--- src/rtl/pcf8563_rtc_seq_pkg.sv ---
// pcf8563_rtc_seq_pkg: PCF8563 register map, field masks and sequencer state encodings
package pcf8563_rtc_seq_pkg;
  localparam logic [7:0] REG_CTRL1 = 8'h00;
  localparam logic [7:0] REG_CTRL2 = 8'h01;
  localparam logic [7:0] REG_SEC = 8'h02;
  localparam logic [7:0] REG_MIN = 8'h03;
  localparam logic [7:0] REG_HOUR = 8'h04;
  localparam logic [7:0] REG_DAY = 8'h05;
  localparam logic [7:0] REG_WDAY = 8'h06;
  localparam logic [7:0] REG_MONTH = 8'h07;
  localparam logic [7:0] REG_YEAR = 8'h08;
  localparam logic [7:0] DEF_DEV_ADDR = 8'hA2;
  localparam int VL_BIT = 7;
  localparam logic [7:0][7:0] FIELD_MASKS = {8'h00, 8'hFF, 8'h1F, 8'h07, 8'h3F, 8'h3F, 8'h7F, 8'h7F};
  typedef enum logic [2:0] {S_IDLE, S_ISSUE, S_WAIT, S_NEXT, S_DONE, S_ERR} state_t;
  function automatic logic [7:0] field_mask(input logic [2:0] i);
    return FIELD_MASKS[i];
  endfunction
endpackage

--- src/rtl/pcf8563_rtc_seq_poll_timer.sv ---
// pcf8563_rtc_seq_poll_timer: idle-time poll counter and pending-read flag
module pcf8563_rtc_seq_poll_timer #(
  parameter int POLL_CYCLES = 50_000_000
) (
  input  logic clk,
  input  logic rst,
  input  logic run,
  input  logic set_pend,
  input  logic clr_pend,
  output logic pend
);
  logic [31:0] cnt;
  logic wrap;
  assign wrap = run && cnt == 32'(POLL_CYCLES - 1);
  always_ff @(posedge clk) begin
    if (rst) begin
      cnt <= '0;
      pend <= 1'b0;
    end else begin
      if (run) cnt <= wrap ? '0 : cnt + 32'd1;
      pend <= (set_pend || (wrap && !clr_pend)) ? 1'b1 : clr_pend ? 1'b0 : pend;
    end
  end
endmodule

--- src/rtl/pcf8563_rtc_seq.sv ---
// pcf8563_rtc_seq: burst read/write sequencer for PCF8563 time registers over a byte-level I2C controller
module pcf8563_rtc_seq
  import pcf8563_rtc_seq_pkg::*;
#(
  parameter int POLL_CYCLES = 50_000_000,
  parameter logic [7:0] DEV_ADDR = DEF_DEV_ADDR,
  parameter int TIMEOUT_CYCLES = 1_000_000
) (
  input  logic        clk,
  input  logic        rst,
  input  logic        set_req,
  input  logic [55:0] set_time,
  input  logic        rd_now,
  output logic [55:0] time_out,
  output logic        time_vld,
  output logic        vl_flag,
  output logic        busy,
  output logic        err,
  output logic        wr_req,
  output logic        rd_req,
  output logic [15:0] addr,
  output logic        addr_mode,
  output logic [7:0]  wr_data,
  output logic [7:0]  device_id,
  input  logic [7:0]  rd_data,
  input  logic        rw_done,
  input  logic        ack
);
  state_t state;
  logic [2:0] idx, nidx;
  logic is_wr, vl, poll_pend, rd_accept;
  logic [7:0] reg_addr;
  logic [55:0] snap, shadow;
  logic [31:0] tcnt;
  assign nidx = idx + 3'd1;
  assign rd_accept = state == S_IDLE && !set_req && poll_pend;
  assign busy = state != S_IDLE;
  assign addr = {8'h00, reg_addr};
  assign addr_mode = 1'b0;
  assign device_id = DEV_ADDR;
  // a rd_now landing on the cycle a read is accepted merges into that read
  pcf8563_rtc_seq_poll_timer #(.POLL_CYCLES(POLL_CYCLES)) u_timer (
    .clk(clk),
    .rst(rst),
    .run(state == S_IDLE),
    .set_pend((rd_now && !rd_accept) || (state == S_DONE && is_wr)),
    .clr_pend(rd_accept),
    .pend(poll_pend)
  );
  always_ff @(posedge clk) begin
    if (rst) begin
      state <= S_IDLE;
      idx <= '0;
      is_wr <= 1'b0;
      vl <= 1'b0;
      snap <= '0;
      shadow <= '0;
      tcnt <= '0;
      reg_addr <= '0;
      time_out <= '0;
      time_vld <= 1'b0;
      vl_flag <= 1'b0;
      err <= 1'b0;
      wr_req <= 1'b0;
      rd_req <= 1'b0;
      wr_data <= '0;
    end else begin
      time_vld <= 1'b0;
      wr_req <= 1'b0;
      rd_req <= 1'b0;
      case (state)
        S_IDLE: if (set_req || poll_pend) begin
          is_wr <= set_req;
          idx <= '0;
          if (set_req) snap <= set_time;
          reg_addr <= REG_SEC;
          wr_data <= set_req ? set_time[7:0] : 8'h00;
          wr_req <= set_req;
          rd_req <= !set_req;
          state <= S_ISSUE;
        end
        S_ISSUE: begin
          tcnt <= '0;
          state <= S_WAIT;
        end
        S_WAIT: if (rw_done) begin
          if (ack) state <= S_ERR;
          else begin
            if (!is_wr) shadow[{idx, 3'b000} +: 8] <= rd_data & field_mask(idx);
            if (!is_wr && idx == 3'd0) vl <= rd_data[VL_BIT];
            state <= S_NEXT;
          end
        end else if (tcnt == 32'(TIMEOUT_CYCLES - 1)) state <= S_ERR;
        else tcnt <= tcnt + 32'd1;
        S_NEXT: if (idx == 3'd6) state <= S_DONE;
        else begin
          idx <= nidx;
          reg_addr <= reg_addr + 8'd1;
          wr_data <= is_wr ? snap[{nidx, 3'b000} +: 8] : 8'h00;
          wr_req <= is_wr;
          rd_req <= !is_wr;
          state <= S_ISSUE;
        end
        S_DONE: begin
          err <= 1'b0;
          if (!is_wr) begin
            time_out <= shadow;
            vl_flag <= vl;
            time_vld <= 1'b1;
          end
          state <= S_IDLE;
        end
        S_ERR: begin
          err <= 1'b1;
          state <= S_IDLE;
        end
        default: state <= S_IDLE;
      endcase
    end
  end
endmodule

--- config.mk ---
export PLATFORM = sky130hd
export DESIGN_NAME = pcf8563_rtc_seq
export DESIGN_NICKNAME = d
export VERILOG_FILES = /design/src/rtl/pcf8563_rtc_seq_pkg.sv /design/src/rtl/pcf8563_rtc_seq_poll_timer.sv /design/src/rtl/pcf8563_rtc_seq.sv
export SDC_FILE = /design/constraint.sdc
export NUM_CORES = 1
export LEC_CHECK = 0
export CAP_MARGIN = 20
export CORE_MARGIN = 2
export CORE_UTILIZATION = 45
export DETAILED_ROUTE_END_ITERATION = 7
export PLACE_DENSITY = 0.68
export SLEW_MARGIN = 20
export SYNTH_ARGS = -nofsm -noshare
export SYNTH_HDL_FRONTEND = slang
export SYNTH_SLANG_ARGS = --single-unit
--- constraint.sdc ---
create_clock -name clk -period 3.64 [get_ports clk]
set_clock_uncertainty 0.05 [all_clocks]
set_input_delay 0.728 -clock clk [delete_from_list [all_inputs] [get_ports clk]]
set_output_delay 0.728 -clock clk [all_outputs]
set_load 0.03 [all_outputs]
; ---- Word-level counts from Yosys, hierarchy flattened
; Memories as Yosys holds them, arrays and structs flattened. A register that Yosys moved wholly into a read port is not among the register bits.
; Index checks and enable logic that the tools add are counted.
[totals]
rom_bits = 64
n_memories = 1
output_inout_bits = 95
ff_bits = 262
wordCells = 108
in_bits = 70
[mem_list]
columns = memory, depth, word_bits, read_ports, rd_clocked_by_memory_dff, wr, line_no
row1 = (name not given), 8, 8, 1, 1, 0, pcf8563_rtc_seq_pkg.sv:17  ; return FIELD_MASKS[i];
[classes]
n_shift = 3
n_addsub = 5
n_bitwise = 4
eq_ne = 13
n_mux = 35
reduce_logical = 29
magnitude_cmp = 1
[ops]
columns = op, n
row1 = $mux 32, 3
row2 = $add 32x1->32 const B, 2
row3 = $pmux 32 s2, 1
row4 = $bwmux 56, 1
row5 = $mux 8, 7
row6 = $shift 8x8->56 const A, 1
row7 = $shiftx 56x7->8, 1
row8 = $shiftx 8x8->56, 1
row9 = $eq 32x20->1 const B, 1
row10 = $eq 32x26->1 const B, 1
row11 = $pmux 8 s2, 2
row12 = $mux 3, 9
row13 = $pmux 3 s4, 1
row14 = $eq 3x3->1 const B, 3
row15 = $reduce_and 3->1, 3
row16 = $add 8x1->8 const B, 1
row17 = $and 8x8->8, 1
row18 = $ne 2x2->1 const B, 4
row19 = $neg 6->8, 1
row20 = $reduce_and 4->1, 2
row21 = $reduce_bool 2->1, 4
row22 = $logic_and 1x1->1, 7
row23 = $mux 1, 7
row24 = $eq 3x2->1 const B, 2
row25 = 13 further kinds, 24

; ---- Depth between registers and ports, before layout
[depth]
depth_word = 8
ltp_mapped = 12
ltp_nobuf = 10

; ---- Cells and area by module
; From an unflattened synthesis, not the netlist that was laid out.
[hier_totals]
hier_cells = 1382
area_unflattened_um2 = 11457.2
[modules_own_cells]
columns = mod, area_each_um2, n_inst, cells_each, seq_area_each_um2
row1 = pcf8563_rtc_seq, 9779.4, 1, 1184, 4684.5
row2 = pcf8563_rtc_seq_poll_timer, 1677.9, 1, 198, 660.6

; ---- Worst setup path after synthesis
; OpenSTA, ideal clock, no wires.
[synth_path]
path_kind = reg2reg
startpoint = reg idx[0]
endpoint = reg (tool-made name)
slack_ns = 1.008
period_less_slack_ns = 2.632
setup_ns = 0.078
required_time_ns = 3.512
path_buffers = 4
t_arrival_ns = 2.504
path_stages_with_launch = 12
cell_sequence = dfxtp_1 > clkbuf_1 > clkinv_1 > ha_1 > buf_2 > buf_2 > buf_2 > nand3_1 > a21oi_1 > ha_1 > inv_1 > nor3_1
[synth_lines]
columns = element, line_no
row1 = start: declaration, pcf8563_rtc_seq.sv:30  ; logic [2:0] idx, nidx;
row2 = start signal: assignment, pcf8563_rtc_seq.sv:97  ; idx <= nidx;

; ---- Final worst setup path
[layout_path]
startpoint = reg state[2]
endpoint = out busy
[layout_between]
elab_chain_cells = 1
[layout_rtl]
columns = element, line_no
row1 = start: declaration, pcf8563_rtc_seq.sv:29  ; state_t state;
row2 = start signal: assignment, pcf8563_rtc_seq.sv:52  ; state <= S_IDLE;
row3 = start signal: assignment, pcf8563_rtc_seq.sv:80  ; state <= S_ISSUE;
row4 = start signal: assignment, pcf8563_rtc_seq.sv:84  ; state <= S_WAIT;
row5 = $reduce_bool 3->1, pcf8563_rtc_seq.sv:37  ; assign busy = state != S_IDLE;
row6 = end: declaration, pcf8563_rtc_seq.sv:17  ; output logic busy,
; Every way passes these cells.

==> run metrics <==
vias=9,422; RSZ-0062 raised after global routing=false; maximum clock path buffer count=3; DR vias/cell=5.28; CP max FO=13; GPL Wtd Cong=slightly above 0.8; vias in the first global route=8,763; full die area=roughly 26,000 um^2; TritonCTS clock tree=done; Peak VDD IR=~0.30 mV; final setup vio count=0; worst r2r src=idx[0]; DRC Markers=0; area of the multi-input gates=about 5300 um^2; worst hold path class=flip-flop to flip-flop; Post-CTS Setup Inserts=0; DR iter-0 viols=around 660; P_leak=4.88 nW; WP data required=between 2 and 3 ns; Num Clock Sinks=between 200 and 300; Ys Warns=0; EDFF count, synth=0; drt pass-1 iters=5; register area share after synthesis=0.480; largest net degree at the start of global routing=between 90 and 100; Final min period=between 3 and 4 ns; Layout Area Growth over Synthesis=22.3%; clk root buf=clkbuf_16; number of port buffers=147; ys async rst share=0; DP HPWL=~18 mm; Avg WL per Cell=about 15 um; first-pass GRT wire length=between 40 and 50 mm; reg-to-reg endpoint=shadow[8]; CP Launch Type=flip-flop; final setup TNS=0 ns; hold_buf cts=0; Final period util=0.844; post-synth top area share=0.480; Mapped Area=11,100 um^2; CTS resizes=0; max cap viols=0; I/O pin total=about 170; core area=24,300 um^2; placed instance count=about 1,700; # diodes=0; final WL=27.4 mm; critical path type=flip-flop to primary output; register area=approximately 5300 um^2; Hold Vio Cnt, Final=0; Clk Latency, worst-skew pair=between 0.5 and 0.6 ns; hold slack=between 0.4 and 0.5 ns; Reg2Reg Depth=9; Fill cells=2,199; min-delay src=snap[4]; fin nets=around 1,500; Syn Inst Count=roughly 1,300; hold path depth=2; Util after Layout=0.560; area leader, netlist=dfxtp_1; Least-Margin Pin Slew=around 1.1 ns; Critical Path AT=2.30 ns; Cell Area, Placed=around 13,000 um^2; initial antenna violation count=0; Chip Height=around 160 um; power per cell area=491 nW/um^2; Yosys cell types=64; FMAX=between 300 and 400 MHz; Synth Register Bits=~270; Post-synth top flop=dfxtp_1; clock slew at reported path FFs=0.06 ns; Cell Count, Final, Fillers Out=approximately 1,800; Design Area, Final=roughly 14,000 um^2; type of destination of the critical path=primary output; Num CTS Buffers=28; Overflow after GRT=0; antenna viol nets, final=0; layout cells sized above 1=0.0616; r2r setup slk=0.80 ns; Row Count=57; Slew headroom=0.292; Mean Syn Cell Area=about 8.3 um^2; run status=complete, no violations; synth top area cells=dfxtp_1 (48%), nand2_1 (11%), a21oi_1 (6.8%); Initial Util=0.458; CTS H-tree lvls=1; Hold Path End=snap[4]; max-slew violation total from the final report=0; Die X=~160 um; GRT Util Overall=0.206
-- layout make-up --
| type | count | area share |
|---|---|---|
| inverter | 13 | 0.00358 |
| clock buffer | 44 | 0.0610 |
| clock inverter | 8 | 0.00579 |
| tap | 324 | 0.0298 |
| timing repair buffer | 165 | 0.118 |
| multi-input combinational | 965 | 0.390 |
| sequential | 267 | 0.392 |
-- cells by family after synthesis --
logic type                 count (synthesis)  share of synthesized area
DFF                                      267                      0.480
buffers and inverters                    118                     0.0499
and+or+nand+nor                          610                      0.248
xor gates and xnor gates                  44                     0.0346
AOI/OAI and AO/OA                        227                      0.116
adders and majority gates                  8                    0.00898
muxes                                     59                     0.0620
other                                      2                   0.000674
-- synthesized netlist by cell type (5+ instances only) --
master and n:
buf_2 11, and3_1 13, mux2i_1 51, a31oi_1 16, nand3b_1 5, nand2_1 318
o31ai_1 9, a21oi_1 152, clkbuf_1 67, xnor2_1 23, ha_1 8, o21ai_0 14
and2_1 12, dfxtp_1 267, nor3_1 19, nand4_1 16, nor2b_1 5, nor2_1 121
or3_1 10, xor2_1 21, nor4_1 13, nand3_1 45, o211ai_1 18, inv_1 11
buf_4 22, mux4_2 8
-- how the worst max path moves through the flow --
stage / depth (start not counted) / endpoint / slack, ns / startpoint
after global routing: 3 / busy / 0.48 / state[2]
after floorplan: 11 / flip-flop / 1.01 / idx[0]
after detailed placement: 8 / shadow[8] / 0.38 / rw_done
after CTS: 3 / busy / 0.57 / state[2]
after global placement: 8 / shadow[11] / 0.44 / rw_done
final: 3 / busy / 0.57 / state[2]
-- stage by stage --
step / worst slack, ns / total power, mW
3_5_place_dp: 0.376 / 3.96
4_1_cts: 0.565 / 6.74
6_report: 0.567 / 6.69
3_3_place_gp: 0.444 / 3.95
2_1_floorplan: 1.01 / 3.70
5_1_grt: 0.477 / 6.97
-- flip-flops by register name, indices dropped and copies added (netlist names), named ones only --
| name | count |
|---|---|
| wr_req | 1 |
| time_out | 56 |
| idx | 3 |
| is_wr | 1 |
| vl | 1 |
| rd_req | 1 |
| err | 1 |
| state | 3 |
| time_vld | 1 |
| u_timer.pend | 1 |
| vl_flag | 1 |
| snap | 56 |
| u_timer.cnt | 32 |
| tcnt | 32 |
| shadow | 56 |
| wr_data | 8 |
| reg_addr | 8 |
-- worst max-delay path, cell delays in order (launching register included) --
cell and delay [ns]:
dfxtp_1 0.42, nor3_4 0.43, inv_2 0.23, clkdlybuf4s50_1 0.67
-- power by group --
group	switching [mW]	leakage [nW]	total [mW]	internal (mW)
registers	0.0705	2.16	3.09	3.01
clock network	1.15	0.447	2.79	1.64
logic	0.526	2.27	0.816	0.290
-- routing by layer --
metal  global-route usage  share of wire  vias to the layer above
met3               0.0313          0.058                       50
met1                0.288           0.46                     4391
met2                0.331           0.46                      267
met4               0.0621          0.022                        0
met5                    0              0                        -
li1                     -              -                     4714
-- cells in the final DEF, fill, tap and decap left out, types with 21 or more instances in the layout --
master,n
dfxtp_1,267
a21oi_1,152
mux2i_1,51
nor2_1,121
xor2_1,21
nand2_1,317
clkbuf_16,28
nand3_1,45
clkdlybuf4s50_1,146
xnor2_1,23
No activity file was read; power rests on OpenSTA's default activity.
